## src/rtl/keypad_digit_entry.sv

```systemverilog
// 4x4 matrix keypad scanner with row synchroniser, tick-based debounce and key
// decode driving the digit/digitEn/instrEn inputs of the VGA digit display.
module keypad_digit_entry #(
    parameter logic [15:0] SCAN_DIV = 16'd40000,
    parameter logic [3:0]  DEBOUNCE = 4'd8
) (
    input  logic       clk,
    input  logic       reset,
    input  logic [3:0] rows,
    output logic [3:0] cols,
    output logic [3:0] digit,
    output logic       digitEn,
    output logic       instrEn,
    output logic       keyPulse
);
    localparam logic [1:0] SCAN    = 2'd0;
    localparam logic [1:0] PRESS   = 2'd1;
    localparam logic [1:0] HELD    = 2'd2;
    localparam logic [1:0] RELEASE = 2'd3;

    logic [3:0]  rsync, rs;
    logic [15:0] div;
    logic        tick;
    logic [1:0]  colIdx, state, candRow, rowIdx;
    logic [3:0]  cnt;
    logic        oneLow, allHigh, accept;

    always_ff @(posedge clk or negedge reset) begin
        if (!reset) begin
            rsync <= 4'b1111;
            rs    <= 4'b1111;
        end else begin
            rsync <= rows;
            rs    <= rsync;
        end
    end

    always_ff @(posedge clk or negedge reset) begin
        if (!reset)    div <= '0;
        else if (tick) div <= '0;
        else           div <= div + 16'd1;
    end

    assign tick    = (div == SCAN_DIV - 16'd1);
    assign cols    = ~(4'b0001 << colIdx);
    assign allHigh = (rs == 4'b1111);

    always_comb begin
        oneLow = 1'b1;
        rowIdx = 2'd0;
        case (rs)
            4'b1110: rowIdx = 2'd0;
            4'b1101: rowIdx = 2'd1;
            4'b1011: rowIdx = 2'd2;
            4'b0111: rowIdx = 2'd3;
            default: oneLow = 1'b0;
        endcase
    end

    // colIdx is frozen while debouncing, so the live rowIdx/colIdx name the candidate key
    assign accept = tick && oneLow &&
                    (((state == SCAN) && (DEBOUNCE == 4'd1)) ||
                     ((state == PRESS) && (rowIdx == candRow) && (cnt + 4'd1 == DEBOUNCE)));

    always_ff @(posedge clk or negedge reset) begin
        if (!reset) begin
            state   <= SCAN;
            colIdx  <= 2'd0;
            candRow <= 2'd0;
            cnt     <= 4'd0;
        end else if (tick) begin
            case (state)
                SCAN: begin
                    if (oneLow) begin
                        candRow <= rowIdx;
                        cnt     <= 4'd1;
                        state   <= (DEBOUNCE > 4'd1) ? PRESS : HELD;
                    end else begin
                        colIdx <= colIdx + 2'd1;
                    end
                end
                PRESS: begin
                    if (oneLow && rowIdx == candRow) begin
                        cnt <= cnt + 4'd1;
                        if (cnt + 4'd1 == DEBOUNCE) state <= HELD;
                    end else begin
                        cnt   <= 4'd0;
                        state <= SCAN;
                    end
                end
                HELD: begin
                    if (allHigh) begin
                        cnt   <= 4'd1;
                        state <= (DEBOUNCE == 4'd1) ? SCAN : RELEASE;
                    end
                end
                default: begin
                    if (allHigh) begin
                        if (cnt + 4'd1 == DEBOUNCE) begin
                            cnt   <= 4'd0;
                            state <= SCAN;
                        end else begin
                            cnt <= cnt + 4'd1;
                        end
                    end else begin
                        cnt   <= 4'd0;
                        state <= HELD;
                    end
                end
            endcase
        end
    end

    // Column 3 holds the letter keys, which are consumed silently
    always_ff @(posedge clk or negedge reset) begin
        if (!reset) begin
            digit    <= 4'd0;
            digitEn  <= 1'b0;
            instrEn  <= 1'b1;
            keyPulse <= 1'b0;
        end else begin
            keyPulse <= 1'b0;
            if (accept && colIdx != 2'd3) begin
                keyPulse <= 1'b1;
                if (rowIdx != 2'd3) begin
                    digit   <= {2'b00, rowIdx} * 4'd3 + {2'b00, colIdx} + 4'd1;
                    digitEn <= 1'b1;
                    instrEn <= 1'b0;
                end else begin
                    case (colIdx)
                        2'd0: instrEn <= 1'b1;
                        2'd1: begin
                            digit   <= 4'd0;
                            digitEn <= 1'b1;
                            instrEn <= 1'b0;
                        end
                        default: begin
                            digitEn <= 1'b0;
                            instrEn <= 1'b0;
                        end
                    endcase
                end
            end
        end
    end
endmodule

```

## config.mk

```make
export PLATFORM = sky130hd
export DESIGN_NAME = keypad_digit_entry
export DESIGN_NICKNAME = d
export VERILOG_FILES = /design/src/rtl/keypad_digit_entry.sv
export SDC_FILE = /design/constraint.sdc
export NUM_CORES = 1
export LEC_CHECK = 0
export CAP_MARGIN = 40
export CORE_ASPECT_RATIO = 1.2
export CORE_MARGIN = 8
export CORE_UTILIZATION = 50
export DETAILED_ROUTE_END_ITERATION = 10
export PLACE_DENSITY = 0.7
export SYNTH_ARGS = -nofsm -noshare
export SYNTH_HDL_FRONTEND = slang
export SYNTH_SLANG_ARGS = --single-unit
```

## constraint.sdc

```tcl
create_clock -name clk -period 2.4 [get_ports clk]
set_input_delay 0.36 -clock clk [delete_from_list [all_inputs] [get_ports clk]]
set_output_delay 0.36 -clock clk [all_outputs]
set_load 0.05 [all_outputs]
```

; After elaboration in Yosys (flattened, before gate mapping)
; Index checks and enable logic that the tools add are counted.
[classes]
add_sub_neg = 5
mul = 1
n_eq_ne = 18
n_shift = 1
mux = 23
bitwise = 2
n_reduce_logical = 16
[ops]
columns = op, n
row1 = $mux W4, 7
row2 = $eq A4 B4 Y1 const B, 5
row3 = $add A16 B1 Y16 const B, 1
row4 = $eq A16 B16 Y1 const B, 1
row5 = $mux W16, 1
row6 = $mux W2, 6
row7 = $pmux W2 S3, 2
row8 = $pmux W4 S3, 1
row9 = $ne A2 B2 Y1 const B, 5
row10 = $reduce_and A3 Y1, 3
row11 = $add A4 B1 Y4 const B, 2
row12 = $logic_and A1 B1 Y1, 6
row13 = $mux W1, 5
row14 = $ne A5 B1 Y1 const B, 1
row15 = $reduce_and A5 Y1, 1
row16 = $add A4 B2 Y4, 1
row17 = $eq A2 B1 Y1 const B, 2
row18 = $eq A4 B3 Y1 const B, 1
row19 = $logic_not A2 Y1, 2
row20 = $mul A2 B2 Y4 const B, 1
row21 = $not A4 Y4, 1
row22 = $reduce_and A2 Y1, 2
row23 = $reduce_or A4 Y1, 1
row24 = $shl A1 B2 Y4 const A, 1
row25 = other kinds (7), 7
[word_totals]
register_bits = 41
input_bits = 6

; Depth between registers and ports, before layout
[depth]
ltp_word = 8
depth_mapped = 8
ltp_nobuf = 7

; Least setup slack after synthesis
; OpenSTA, ideal clock, no wires.
[synth_timing]
kind = register to register
from = reg rs[2]
to = reg colIdx[1]
setup_ns = 0.125
t_arrival_ns = 1.962
slack_ns = 0.313
path_stages_with_launch = 7
path_buffers = 1
period_less_slack_ns = 2.087
path_cell_list = dfstp_2 buf_2 xnor2_1 nor2_1 a211o_2 or4_1 mux2_2
[synth_via]
elab_chain_len = 5
[synth_rtl]
columns = item, line
row1 = start: declaration, 21  ; logic [3:0] rsync, rs;
row2 = start signal: assignment, 34  ; rs <= rsync;
row3 = $eq A4 B3 Y1 / $eq A4 B4 Y1 (equally long branches), 51  ; case (rs)
row4 = $reduce_or A4 Y1 (no source line) (*), n/a
row5 = $mux W1 (*), 51
row6 = $not A1 Y1 (no source line) (*), n/a
row7 = $reduce_and A3 Y1 (no source line) (*), n/a
row8 = end signal: assignment, 79  ; colIdx <= colIdx + 2'd1;
row9 = end: declaration, 24  ; logic [1:0] colIdx, state, candRow, rowIdx;
; Every way passes the cells marked *; elsewhere a longest branch is shown, timed or not.
; A chain may end at the register's enable or synchronous reset.

; Final worst setup path
[layout_timing]
from = reg colIdx[0]
to = out cols[3]
[layout_via]
elab_chain_len = 2
[layout_rtl]
columns = item, line
row1 = $shl A1 B2 Y4, 45  ; assign cols = ~(4'b0001 << colIdx);
row2 = $not A4 Y4, 45
row3 = end: declaration, 10  ; output logic [3:0] cols,
; No other way between the ends.

==> results.json <==
{
  "htreeDepth": 2,
  "slew_headroom_pct": 62.5,
  "crit_path_start_kind": "flop",
  "ys_warn_count": 0,
  "detail-route-antenna-nets": 0,
  "setup_viol": 0,
  "syn_area_mm2": 0.00216,
  "clk_path_buf_depth": 2,
  "status": "finished clean",
  "routed_wl_mm": 4.54,
  "synthCells": 200,
  "clock_skew_ns": 0.00674,
  "dp_hpwl_mm": 3.50,
  "multi_input_area_mm2": 0.00105,
  "power_mw": 1.33,
  "antenna_cells": 0,
  "fin_tns_setup_ns": 0,
  "path_clk_slew_ns": 0.08,
  "setup_slack_ns": 0.0643,
  "drc": 0,
  "hold_path_depth": 0,
  "grt_overflow": 0,
  "detail_route.iter0.violations": 75,
  "antenna_found_initial": 0,
  "rows": 26,
  "path_max_fanout": 5,
  "grt_use_total_pct": 14.7,
  "clock-sinks": 41,
  "min_to": "rs[0]",
  "n_fill_cell": 334,
  "drive_gt1_share_pct": 14.3,
  "avgViaCountPerCell": 5.68,
  "die_height_um": 88.0,
  "r2r_start": "rs[3]",
  "design_area_mm2": 0.00252,
  "die_width_um": 76.0,
  "timing.fmax_mhz": 428,
  "postPlaceCellArea_mm2": 0.00239,
  "grt_max_degree": 30,
  "powerDensity_mw_per_mm2": 528,
  "hold_viol": 0,
  "rsz0062_at_grt": "false",
  "insertion_delay_ns": 0.29,
  "synth.distinct_cells": 47,
  "routabilityCongestion": 0.853,
  "register_area_mm2": 0.00104,
  "io_pins": 17,
  "min_from": "rsync[0]",
  "path_class": "reg -> out",
  "final_core_util_pct": 60.0,
  "hold_class": "reg -> reg",
  "drtPass1Iterations": 5,
  "die_area_mm2": 0.00668,
  "place_ws_ns": 0.191,
  "synthFlopType": "dfrtp_1",
  "leakagePower_nw": 1.10,
  "grt_pass1_wl_mm": 7.96,
  "synth_nets": 218,
  "ys_ff_latch": 41,
  "required_ns": 2.04,
  "cp-end-kind": "output pin",
  "reg2reg_depth": 6,
  "grt_pass1_vias": 1734,
  "cts_root_buf": "clkbuf_8",
  "nets": 241,
  "layout_common_cells": "32 x dfrtp_1, 16 x nor2_1, 13 x clkdlybuf4s50_1, 12 x nand2_1, 12 x xnor2_1",
  "synth-edff-count": 0,
  "r2r_end": "digit[3]",
  "cts_buffers": 5,
  "avgRoutedWirePerCell_um": 16.2,
  "syn_avg_cell_area_um2": 10.8,
  "area_growth_pct": 16.6,
  "cts_tree": "done",
  "io_buffers": 16,
  "coreArea_mm2": 0.00420,
  "final_common_cell": "dfrtp_1",
  "ir_drop_uv": 389,
  "async_flop_share_pct": 100,
  "start_util_pct": 51.4,
  "fin_crit_sh_pct": 97.3,
  "cap_violations": 0,
  "cp.arrival_ns": 1.98,
  "vias": 1591,
  "drv_slew": 0,
  "reg2reg_setup_slack_ns": 0.16,
  "ys_seq_area_share_pct": 48.1,
  "min_period_ns": 2.34,
  "worstMarginPinSlew_ns": 0.555
}
[metal layers]
layer / up-vias / routed length (µm) / GRT usage [%]
li1: 750 / - / -
met1: 812 / 1800 / 14.3
met2: 22 / 2560 / 27.8
met3: 7 / 125 / 2.77
met4: 0 / 62 / 9.82
met5: - / 0 / 0
[cell usage after synthesis, types with 2 or more instances]
cell type / n / area, µm²
nor3_1: 2 / 10.0
dfstp_2: 9 / 236
a2bb2oi_1: 3 / 26.3
nor2_1: 16 / 60.1
ha_1: 11 / 138
nand3_1: 10 / 50.1
o21ai_1: 4 / 20.0
nor3b_1: 2 / 15.0
o211ai_1: 2 / 15.0
inv_1: 9 / 33.8
xor2_1: 9 / 78.8
nor4_1: 2 / 12.5
and3_1: 5 / 31.3
mux2_2: 4 / 45.0
xnor2_1: 12 / 105
nor4b_1: 3 / 26.3
o21ai_0: 6 / 30.0
o21a_1: 2 / 15.0
nand2b_1: 3 / 18.8
and2_1: 3 / 18.8
nand3b_1: 3 / 22.5
buf_2: 2 / 10.0
nor2b_1: 2 / 12.5
a21o_1: 3 / 22.5
clkbuf_1: 2 / 7.51
dfrtp_1: 32 / 801
nand2_1: 12 / 45.0
a21oi_1: 2 / 10.0
nand4_1: 6 / 37.5
buf_6: 2 / 22.5
[kinds of logic (layout without fill, tap and decap cells)]
logic type / Yosys count / in the layout / share of synthesized area (%)
compound gates: 30 / 30 / 10.3
flops: 41 / 41 / 48.1
mux: 4 / 4 / 2.09
buf+inv: 15 / 39 / 3.42
xor+xnor: 21 / 21 / 8.52
fa+ha+maj: 12 / 12 / 7.30
simple gates: 77 / 77 / 20.3
[report_power, final]
group | leakage (nW) | switching, mW | internal (mW)
Clock | 0.0554 | 0.240 | 0.312
Sequential | 0.527 | 0.00948 | 0.703
Combinational | 0.522 | 0.0352 | 0.0275
[worst max-delay path: stages (launching register included)]
cell and delay, ns:
dfrtp_1 0.45, ha_1 0.31, inv_1 0.11, clkdlybuf4s50_1 0.81
[worst max path at each step]
stage,startpoint,end,slack [ns]
2_1_floorplan,rs[2],colIdx[1],0.31
4_1_cts,colIdx[0],cols[3],0.05
3_5_place_dp,rs[3],digit[3],0.19
6_report,colIdx[0],cols[3],0.06
5_1_grt,colIdx[0],cols[3],0.005
3_3_place_gp,rs[3],digit[3],0.29
[stage by stage]
stage,cells,hold slack (ns)
after floorplan,200,0.0644
after global routing,280,0.362
after global placement,270,0.348
after detailed placement,271,0.268
final,280,0.356
after CTS,280,0.363
[flip-flops by register name, indices dropped and copies added, names as in the netlist]
| name | flops |
|---|---|
| instrEn | 1 |
| candRow | 2 |
| digitEn | 1 |
| rsync | 4 |
| div | 16 |
| rs | 4 |
| cnt | 4 |
| keyPulse | 1 |
| digit | 4 |
| colIdx | 2 |
| state | 2 |
[layout make-up]
cell class,count,area share [%]
multi-input combinational,144,41.6
sequential,41,41.2
clock inverter,2,1.54
tap,56,2.78
timing repair buffer,22,8.60
inverter,9,1.34
clock buffer,6,2.88
[what timing repair did]
action / 4_1_cts / 5_1_grt
setup buffers: 0 / 0
gates resized for setup: 1 / 1
setup endpoints to repair: 1 / 1
hold endpoints to repair: 4 / 0
hold buffers: 1 / 0
(Power assumes the default switching activity.)
